`src/rtl/spine_pkg.sv`:
```
// rtl/spine_pkg.sv - shared widths, port limits, FSM encoding and address helpers for the spine ingress stage
// Contents:
//   ADDR_W, PORT_W           destination address / output port widths
//   PORT_INVALID, PORT_MAX   routing-table result limits (valid ports are 0001..1011)
//   state_e                  ingress FSM states
//   get_group_id/get_leaf_id split a dest address into {GroupID, LeafID}
//   port_is_valid            true for a routable output port
package spine_pkg;

  localparam int ADDR_W = 6;
  localparam int PORT_W = 4;

  localparam logic [PORT_W-1:0] PORT_INVALID = 4'b0000;
  localparam logic [PORT_W-1:0] PORT_MAX     = 4'b1011;

  typedef enum logic [2:0] {
    ST_IDLE  = 3'd0,
    ST_ROUTE = 3'd1,
    ST_REQ   = 3'd2,
    ST_XFER  = 3'd3,
    ST_DROP  = 3'd4
  } state_e;

  function automatic logic [3:0] get_group_id(input logic [ADDR_W-1:0] addr);
    return addr[5:2];
  endfunction

  function automatic logic [1:0] get_leaf_id(input logic [ADDR_W-1:0] addr);
    return addr[1:0];
  endfunction

  function automatic logic port_is_valid(input logic [PORT_W-1:0] port);
    return (port != PORT_INVALID) && (port <= PORT_MAX);
  endfunction

endpackage

```
`src/rtl/spine_flit_fifo.sv`:
```
// rtl/spine_flit_fifo.sv - ingress flit buffer (data plus last bit) with full/empty flags
// Ports:
//   clk, rst_n   clock, asynchronous active-low reset (empties the buffer)
//   push_i       write wdata_i; ignored while full (no write-through)
//   wdata_i      {last, data}
//   pop_i        drop the head entry; ignored while empty
//   rdata_o      head entry, valid when empty_o = 0
//   full_o       DEPTH entries held
//   empty_o      no entries held
module spine_flit_fifo #(
  parameter int WIDTH = 33,
  parameter int DEPTH = 4
) (
  input  logic             clk,
  input  logic             rst_n,
  input  logic             push_i,
  input  logic [WIDTH-1:0] wdata_i,
  input  logic             pop_i,
  output logic [WIDTH-1:0] rdata_o,
  output logic             full_o,
  output logic             empty_o
);

  localparam int PTR_W = $clog2(DEPTH);

  logic [WIDTH-1:0] mem_q [DEPTH];
  logic [PTR_W-1:0] wr_ptr_q, wr_ptr_d;
  logic [PTR_W-1:0] rd_ptr_q, rd_ptr_d;
  logic [PTR_W:0]   count_q, count_d;
  logic             push_ok, pop_ok;

  assign full_o  = (count_q == (PTR_W+1)'(DEPTH));
  assign empty_o = (count_q == '0);
  assign push_ok = push_i && !full_o;
  assign pop_ok  = pop_i && !empty_o;
  assign rdata_o = mem_q[rd_ptr_q];

  // DEPTH is a power of two, so the pointers wrap on their own.
  always_comb begin
    wr_ptr_d = push_ok ? wr_ptr_q + PTR_W'(1) : wr_ptr_q;
    rd_ptr_d = pop_ok ? rd_ptr_q + PTR_W'(1) : rd_ptr_q;
    count_d  = count_q;
    if (push_ok && !pop_ok) begin
      count_d = count_q + (PTR_W+1)'(1);
    end else if (pop_ok && !push_ok) begin
      count_d = count_q - (PTR_W+1)'(1);
    end
  end

  // Storage needs no reset: entries are only read once the count covers them.
  always_ff @(posedge clk) begin
    if (push_ok) begin
      mem_q[wr_ptr_q] <= wdata_i;
    end
  end

  always_ff @(posedge clk or negedge rst_n) begin
    if (!rst_n) begin
      wr_ptr_q <= '0;
      rd_ptr_q <= '0;
      count_q  <= '0;
    end else begin
      wr_ptr_q <= wr_ptr_d;
      rd_ptr_q <= rd_ptr_d;
      count_q  <= count_d;
    end
  end

endmodule

```
`src/rtl/spine_ingress_route_stage.sv`:
```
// rtl/spine_ingress_route_stage.sv - spine input port: buffer flits, route head, request allocator, stream or drop
// Optional statistics (drop_cnt, pkt_cnt) are built only when SPINE_ING_STATS_EN is defined.
// Ports:
//   clk, rst_n                      clock, asynchronous active-low reset
//   in_valid/in_ready/in_data/in_last   upstream flit stream
//   rt_dest_addr, rt_out_port       routing-table lookup (address out, port back)
//   sa_req, sa_req_port, sa_grant   switch-allocator handshake
//   out_valid/out_ready/out_data/out_last  crossbar flit stream
//   drop_cnt, pkt_cnt               saturating packet counters (SPINE_ING_STATS_EN only)
module spine_ingress_route_stage
  import spine_pkg::*;
#(
  parameter int DATA_W     = 32,
  parameter int FIFO_DEPTH = 4,
  parameter int ADDR_LSB   = 0
) (
  input  logic              clk,
  input  logic              rst_n,
  input  logic              in_valid,
  output logic              in_ready,
  input  logic [DATA_W-1:0] in_data,
  input  logic              in_last,
  output logic [ADDR_W-1:0] rt_dest_addr,
  input  logic [PORT_W-1:0] rt_out_port,
  output logic              sa_req,
  output logic [PORT_W-1:0] sa_req_port,
  input  logic              sa_grant,
  output logic              out_valid,
  input  logic              out_ready,
  output logic [DATA_W-1:0] out_data,
  output logic              out_last
`ifdef SPINE_ING_STATS_EN
  ,
  output logic [15:0]       drop_cnt,
  output logic [15:0]       pkt_cnt
`endif
);

  logic              fifo_full, fifo_empty, fifo_pop;
  logic [DATA_W:0]   fifo_head;
  logic [DATA_W-1:0] head_data;
  logic              head_last;
  logic [ADDR_W-1:0] head_addr;
  state_e            state_q, state_d;
  logic [PORT_W-1:0] port_q, port_d;

  spine_flit_fifo #(
    .WIDTH (DATA_W + 1),
    .DEPTH (FIFO_DEPTH)
  ) u_fifo (
    .clk     (clk),
    .rst_n   (rst_n),
    .push_i  (in_valid),
    .wdata_i ({in_last, in_data}),
    .pop_i   (fifo_pop),
    .rdata_o (fifo_head),
    .full_o  (fifo_full),
    .empty_o (fifo_empty)
  );

  assign head_data = fifo_head[DATA_W-1:0];
  assign head_last = fifo_head[DATA_W];
  assign head_addr = head_data[ADDR_LSB +: ADDR_W];

  // Gated by rst_n so in_ready reads 0 while reset is held.
  assign in_ready     = rst_n && !fifo_full;
  assign rt_dest_addr = fifo_empty ? '0 : {get_group_id(head_addr), get_leaf_id(head_addr)};

  always_comb begin
    state_d   = state_q;
    port_d    = port_q;
    sa_req    = 1'b0;
    out_valid = 1'b0;
    fifo_pop  = 1'b0;
    unique case (state_q)
      ST_IDLE: begin
        if (!fifo_empty) state_d = ST_ROUTE;
      end
      ST_ROUTE: begin
        port_d  = rt_out_port;
        state_d = port_is_valid(rt_out_port) ? ST_REQ : ST_DROP;
      end
      ST_REQ: begin
        sa_req = 1'b1;
        if (sa_grant) state_d = ST_XFER;
      end
      ST_XFER: begin
        // Request stays up for the whole packet: the grant holds the crossbar path.
        sa_req    = 1'b1;
        out_valid = !fifo_empty;
        fifo_pop  = out_valid && out_ready;
        if (fifo_pop && head_last) state_d = ST_IDLE;
      end
      ST_DROP: begin
        fifo_pop = !fifo_empty;
        if (fifo_pop && head_last) state_d = ST_IDLE;
      end
      default: state_d = ST_IDLE;
    endcase
  end

  assign sa_req_port = sa_req ? port_q : '0;
  assign out_data    = out_valid ? head_data : '0;
  assign out_last    = out_valid && head_last;

  always_ff @(posedge clk or negedge rst_n) begin
    if (!rst_n) begin
      state_q <= ST_IDLE;
      port_q  <= PORT_INVALID;
    end else begin
      state_q <= state_d;
      port_q  <= port_d;
    end
  end

`ifdef SPINE_ING_STATS_EN
  logic [15:0] pkt_cnt_q, pkt_cnt_d;
  logic [15:0] drop_cnt_q, drop_cnt_d;

  always_comb begin
    pkt_cnt_d  = pkt_cnt_q;
    drop_cnt_d = drop_cnt_q;
    if (fifo_pop && head_last) begin
      if (state_q == ST_XFER && pkt_cnt_q != 16'hFFFF) pkt_cnt_d = pkt_cnt_q + 16'd1;
      if (state_q == ST_DROP && drop_cnt_q != 16'hFFFF) drop_cnt_d = drop_cnt_q + 16'd1;
    end
  end

  always_ff @(posedge clk or negedge rst_n) begin
    if (!rst_n) begin
      pkt_cnt_q  <= '0;
      drop_cnt_q <= '0;
    end else begin
      pkt_cnt_q  <= pkt_cnt_d;
      drop_cnt_q <= drop_cnt_d;
    end
  end

  assign pkt_cnt  = pkt_cnt_q;
  assign drop_cnt = drop_cnt_q;
`endif

endmodule

```
`config.mk`:
```
export PLATFORM = sky130hd
export DESIGN_NAME = spine_ingress_route_stage
export DESIGN_NICKNAME = d
export VERILOG_FILES = /design/src/rtl/spine_pkg.sv /design/src/rtl/spine_flit_fifo.sv /design/src/rtl/spine_ingress_route_stage.sv
export SDC_FILE = /design/constraint.sdc
export NUM_CORES = 1
export LEC_CHECK = 0
export CAP_MARGIN = 20
export CORE_AREA = 2 2 114 116
export CTS_CLUSTER_SIZE = 30
export DETAILED_ROUTE_END_ITERATION = 10
export DIE_AREA = 0 0 116 118
export PLACE_DENSITY = 0.74
export SLEW_MARGIN = 20
export SYNTH_ARGS = -nofsm -noshare
export SYNTH_HDL_FRONTEND = slang
export SYNTH_SLANG_ARGS = --single-unit
export TNS_END_PERCENT = 5
```
`constraint.sdc`:
```
create_clock -name clk -period 2.1 [get_ports clk]
set_input_delay 0.21 -clock clk [delete_from_list [all_inputs] [get_ports clk]]
set_output_delay 0.21 -clock clk [all_outputs]
set_load 0.01 [all_outputs]
```
# == After elaboration in Yosys (flattened, before gate mapping) ==
# Memory sizes are Yosys's and may differ from the RTL's.
# Index checks and enable logic that the tools add are counted.
# classes
n_reduce_logical,20
add_sub_neg,4
n_mux,16
order_cmp,1
eq_ne,9
# ops
cell,count
$mux 32,1
$mux 3,7
$pmux 3 s5,1
$logic_and 1x1->1,10
$ne 2x2->1 const B,4
$eq 3x2->1 const B,2
$eq 3x3->1 const B,2
$logic_not 3->1,2
$mux 6,1
$add 2x1->2 const B,2
$le 4x4->1 const B,1
$logic_not 1->1,4
$mux 1,4
$mux 4,1
$reduce_and 4->1,1
$reduce_bool 4->1,1
$add 3x1->3 const B,1
$eq 3x1->1 const B,1
$sub 3x1->3 const B,1
$pmux 1 s2,1
$reduce_bool 2->1,1
$reduce_or 2->1,1
# totals
ramBits,132
wordCells,56
memories,1
inputBits,42
output_inout_bits,46
register_bits,14
# mem_list
name,depth,width,rd,rd_ports_with_merged_regs,wr,line,text
u_fifo.mem_q,4,33,1,0,1,spine_flit_fifo.sv:26,logic [WIDTH-1:0] mem_q [DEPTH];

# == Depth between registers and ports, before layout ==
# Gate-level depths: netlist of the first run.
# logic_depth
depth_word,8
depth_mapped,9
ltp_nobuf,8

# == Modules after synthesis ==
# Synthesis of the first run repeated with hierarchy kept, for this count alone.
# unflattened
cells_unflattened,289
area_unflattened_um2,5934.4
# by_module_without_submodules
mod,cells_each,area_each_um2,seq_area_each_um2,instances
spine_flit_fifo,209,5242.5,4139.0,1
spine_ingress_route_stage,80,691.9,175.2,1

# == Least setup slack after synthesis of the first run ==
# OpenSTA, ideal clock, no wires.
# synth_path
path_type,reg2reg
start,reg u_fifo.count_q[0]
end,reg u_fifo.count_q[2]
t_arrival_ns,2.039
stages_incl_launch_ff,10
n_path_buf,1
setup_ns,0.079
synth_period_minus_slack_ns,2.119
required_time_ns,2.021
path_slack_ns,-0.019
cell_sequence,dfrtp_1 nor3_1 clkbuf_2 a21o_1 ha_1 inv_1 fa_1 xor2_1 nor2_1 xor2_1
# synth_between
elab_chain_len,8
word_cells_on_any_way,17
classes_between,add/sub (2); eq/ne (1); mux (3); reduce/logical (11)
# synth_rtl
item,line,text
"start, declared",spine_flit_fifo.sv:29,"logic [PTR_W:0] count_q, count_d;"
"start signal, assigned",spine_flit_fifo.sv:65,count_q <= count_d;
$logic_not 3->1,spine_flit_fifo.sv:33,assign empty_o = (count_q == '0);
$logic_not 1->1,"spine_flit_fifo.sv:35, spine_ingress_route_stage.sv:90, spine_ingress_route_stage.sv:95",
$logic_and 1x1->1,spine_ingress_route_stage.sv:91,fifo_pop = out_valid && out_ready;
$pmux 1 s2,spine_ingress_route_stage.sv:75,unique case (state_q)
$logic_and 1x1->1,spine_flit_fifo.sv:35,assign pop_ok = pop_i && !empty_o;
$logic_not 1->1,spine_flit_fifo.sv:43,if (push_ok && !pop_ok) begin
$logic_and 1x1->1,spine_flit_fifo.sv:43,
$mux 3 or $reduce_bool 2->1 (tied branches),n/a,
# Parallel ways exist; a longest one is shown, timed or not. The select of a mux whose other input is x is not followed.
# A chain may end at the register's enable or synchronous reset.

# == Final worst setup path of the first run ==
# layout_path
start,reg u_fifo.rd_ptr_q[0]
end,out out_data[30]
# layout_between
elab_chain_len,2
# layout_rtl
item,line,text
"start, declared",spine_flit_fifo.sv:28,"logic [PTR_W-1:0] rd_ptr_q, rd_ptr_d;"
"start signal, assigned",spine_flit_fifo.sv:64,rd_ptr_q <= rd_ptr_d;
$mem_v2 4x33,n/a,
$mux 32,spine_ingress_route_stage.sv:103,assign out_data = out_valid ? head_data : '0;
"end, declared",spine_ingress_route_stage.sv:30,"output logic [DATA_W-1:0] out_data,"
# Every way passes these cells.

==> qor.yml, run 1 <==
yosys:
  avgSynthCellArea_um2: 20.25
  yosys.area_share.adder: 0.01411
  synth_cell_types: 35
  synth-xor-area-share: 0.008980
  synth_compound_area_frac: 0.01090
  synth-simple-area-share: 0.07120
  yosys_warnings: 0
  ys_ff_latch: 146
  yosysSeqAreaShare: 0.7372
  yosys.area.top_type_share: 0.6774
  synthTopCellsByArea: "edfxtp_1 (68%), mux4_2 (13%), dfrtp_1 (6.0%)"
  syn_area_mm2: 0.005852
  syn_inst: 289
  synth_top_family_by_area: "multiplexers"
  yosys.area.top_type: "edfxtp_1"
  synthMuxAreaShare: 0.1386
  synth_nets: 337
setup_path:
  crit_arrival_ps: 1930
  rr_endpoint: "u_fifo.count_q[1]$_DFFE_PN0P_"
  cp-start-kind: "register"
  crit_type: "reg2out"
  crit_fanout: 6
  r2r_start: "state_q[0]$_DFFE_PN0P_"
  endpoint_kind: "output port"
  reg2reg_setup_slack_ps: 40
  worstRegToRegCells: 6
  cp.required_ps: 1890
sta:
  setup_viol: 5
  setup_slack_ps: -35.44
  clock_skew_ps: 4.991
  rsz0062_at_grt: "true"
  min_period_ps: 2135
  timing.final.crit_share: 1.017
  max-slew-margin-rel: 0.7100
  clock.fmax_mhz: 468.3
  worst_slew_pin_slew_ps: 433.1
  hold_slack_ps: 158.7
  finalMaxSlewViolations: 0
  final-hold-violation-count: 0
die:
  dieArea_mm2: 0.01369
  die_w_um: 116
  die_height_um: 118
  coreArea_mm2: 0.01241
  initial_core_util: 0.4714
  fp-row-count: 41
  io_pins: 88
cells_and_area:
  drive_gt1_frac: 0.3834
  fin_nets: 468
  finish.utilization: 0.6295
  fillers: 901
  area_growth_pct: 33.55
  diodes: 0
  design_area_mm2: 0.007815
power_and_ir_drop:
  leakagePower_nw: 2.821
  fin_total_pwr_mw: 11.73
  power_density_mw_per_mm2: 1501
  peakVddDrop_uv: 707.9
clock_tree:
  postCtsHoldBufs: 0
  cts.sinks: 146
  h-tree-depth: 4
  cts-root-buf: "clkbuf_16"
  clkTransAtPathRegs_ps: 60
  cts_tree: "done"
  clock_latency_ps: 410
  cts_buffers: 17
  clk_path_buf_depth: 2
global_route:
  grt_usage: 0.1724
  grt_max_degree: 24
  gr-max-usage-layer: "met2"
  antenna_found_initial: 0
  globalRouteOverflowTotal: 0
  grt_pass1_vias: 3266
  use_met1: 0.2246
  gr-usage-met3: 0.04840
  grtUsageMet2: 0.2756
  grt_pass1_wl_um: 17170
route:
  drt-total-wl_um: 11130
  drt-vias-per-instance: 5.056
  via_count: 3059
  ant_nets: 0
  dr.pass1.iters: 6
  wl_per_cell_um: 18.40
  drc_errors: 0
  drt_iter0_markers: 159
placement:
  place_ws_ps: -3.955
  placed_area_mm2: 0.007193
  dp_hpwl_um: 6891
  place.gp.congestion: 0.7204
  portBuffers: 87
min_path:
  min_path_type: "in2async"
job:
  max-cap-violations: 0
run_status:
  status: "finished, violations left"
  violations: "negative setup slack"
## how the worst max path moves through the flow
stage                                              start                             to  slack, ps  depth (start not counted)
after floorplan            u_fifo.count_q[0]$_DFFE_PN0P_  u_fifo.count_q[2]$_DFFE_PN0P_         -5                          9
after global placement                         out_ready  u_fifo.count_q[1]$_DFFE_PN0P_         20                          7
after detailed placement   u_fifo.count_q[0]$_DFFE_PN0P_  u_fifo.count_q[2]$_DFFE_PN0P_         -4                          9
after CTS                 u_fifo.rd_ptr_q[0]$_DFFE_PN0P_                   out_data[16]        -90                          5
after global routing      u_fifo.rd_ptr_q[0]$_DFFE_PN0P_                   out_data[30]       -100                          5
final                     u_fifo.rd_ptr_q[0]$_DFFE_PN0P_                   out_data[30]        -40                          5
## cell type report
class,count,area [µm²],area share
Clock buffer,18,429.2,0.05492
Clock inverter,14,187.7,0.02402
Inverter,5,18.77,0.002402
Multi-Input combinational cell,125,1483,0.1897
Sequential cell,146,4317,0.5524
Tap cell,172,215.2,0.02754
Timing Repair Buffer,125,1165,0.1491
## critical path, cell delays in order, from the launching register on
cell and delay (ps):
dfrtp_2 380, buf_4 150, buf_16 130, mux4_2 480, nor2b_1 150, clkdlybuf4s15_2 230
## cell usage after synthesis (all sizes together)
cell type,instances
or3b,1
xnor2,3
a21boi,2
a21o,1
a31oi,1
fa,1
or4,1
mux2,6
nor2,5
o211a,1
ha,5
nor4bb,1
a211oi,1
xor2,3
inv,5
clkbuf,2
a211o,1
buf,11
nor2b,40
mux4,33
nand4b,2
nor3b,2
and2,8
nor3,2
nor4,1
or3,1
nand2,3
edfxtp,132
dfrtp,14
## registers in the layout, summed over array words and instances (netlist names)
register,cells
port_q,4
state_q,3
u_fifo.count_q,3
u_fifo.mem_q,132
u_fifo.rd_ptr_q,2
u_fifo.wr_ptr_q,2
## power breakdown
group	leakage [nW]	switching, mW	total (mW)	internal, mW
Sequential	1.37	0.221	4.10	3.88
Clock	0.292	1.13	3.11	1.98
Combinational	1.16	2.07	4.51	2.44
## cells by family after synthesis
family                   Yosys count
multiplexers                      39
adder cells (fa/ha/maj)            6
AND/OR/NAND/NOR                   67
XOR/XNOR                           6
AO/OA/AOI/OAI                      7
buffers and inverters             18
flip-flops                       146
## stage by stage
stage | TNS, ps | std cells
2_1_floorplan | -5.234 | 289
5_1_grt | -1901 | 605
4_1_cts | -720.3 | 603
3_5_place_dp | -5.754 | 565
3_3_place_gp | 0 | 565
6_report | -108.1 | 605
## cell usage in the layout (no fill, tap or decap), drive strengths merged
cell type | Yosys | layout
mux2 | 6 | 6
and2 | 8 | 8
o211a | 1 | 1
clkinv | 0 | 5
edfxtp | 132 | 132
nor4bb | 1 | 1
nand2 | 3 | 3
a21boi | 2 | 2
nor3b | 2 | 2
clkbuf | 2 | 21
clkinvlp | 0 | 4
clkdlybuf4s50 | 0 | 47
xor2 | 3 | 3
nor2b | 40 | 40
or4 | 1 | 1
dfrtp | 14 | 14
dlygate4sd2 | 0 | 1
or3 | 1 | 1
nor3 | 2 | 2
buf | 11 | 71
ha | 5 | 5
inv | 5 | 6
nor4 | 1 | 1
clkdlybuf4s15 | 0 | 3
a211o | 1 | 1
a31oi | 1 | 1
or3b | 1 | 1
a21o | 1 | 1
nand4b | 2 | 2
bufinv | 0 | 4
fa | 1 | 1
nor2 | 5 | 5
a211oi | 1 | 1
mux4 | 33 | 33
xnor2 | 3 | 3
## metal layers
metal,up-vias,part of all wire
li1,1402,-
met1,1550,0.44
met2,93,0.49
met3,14,0.050
met4,0,0.016
met5,-,0
## what timing repair did
action                     4_1_cts  5_1_grt
pin swaps                        0        0
setup endpoints to repair       44       45
gates resized for setup        147       23
gates cloned                     1        1
setup buffers                    5        1
Power figures use the tool's default switching activity.
==> run 2, diff against run 1 <==
--- a/config.mk
+++ b/config.mk
@@ -7,6 +7,7 @@
 export LEC_CHECK = 0
 export CAP_MARGIN = 20
 export CORE_AREA = 2 2 114 116
+export CTS_CLUSTER_DIAMETER = 100
 export CTS_CLUSTER_SIZE = 30
 export DETAILED_ROUTE_END_ITERATION = 10
 export DIE_AREA = 0 0 116 118
==> results of run 2 <==
Same layout as run 1: the final DEF is identical, and so are final timing and power.
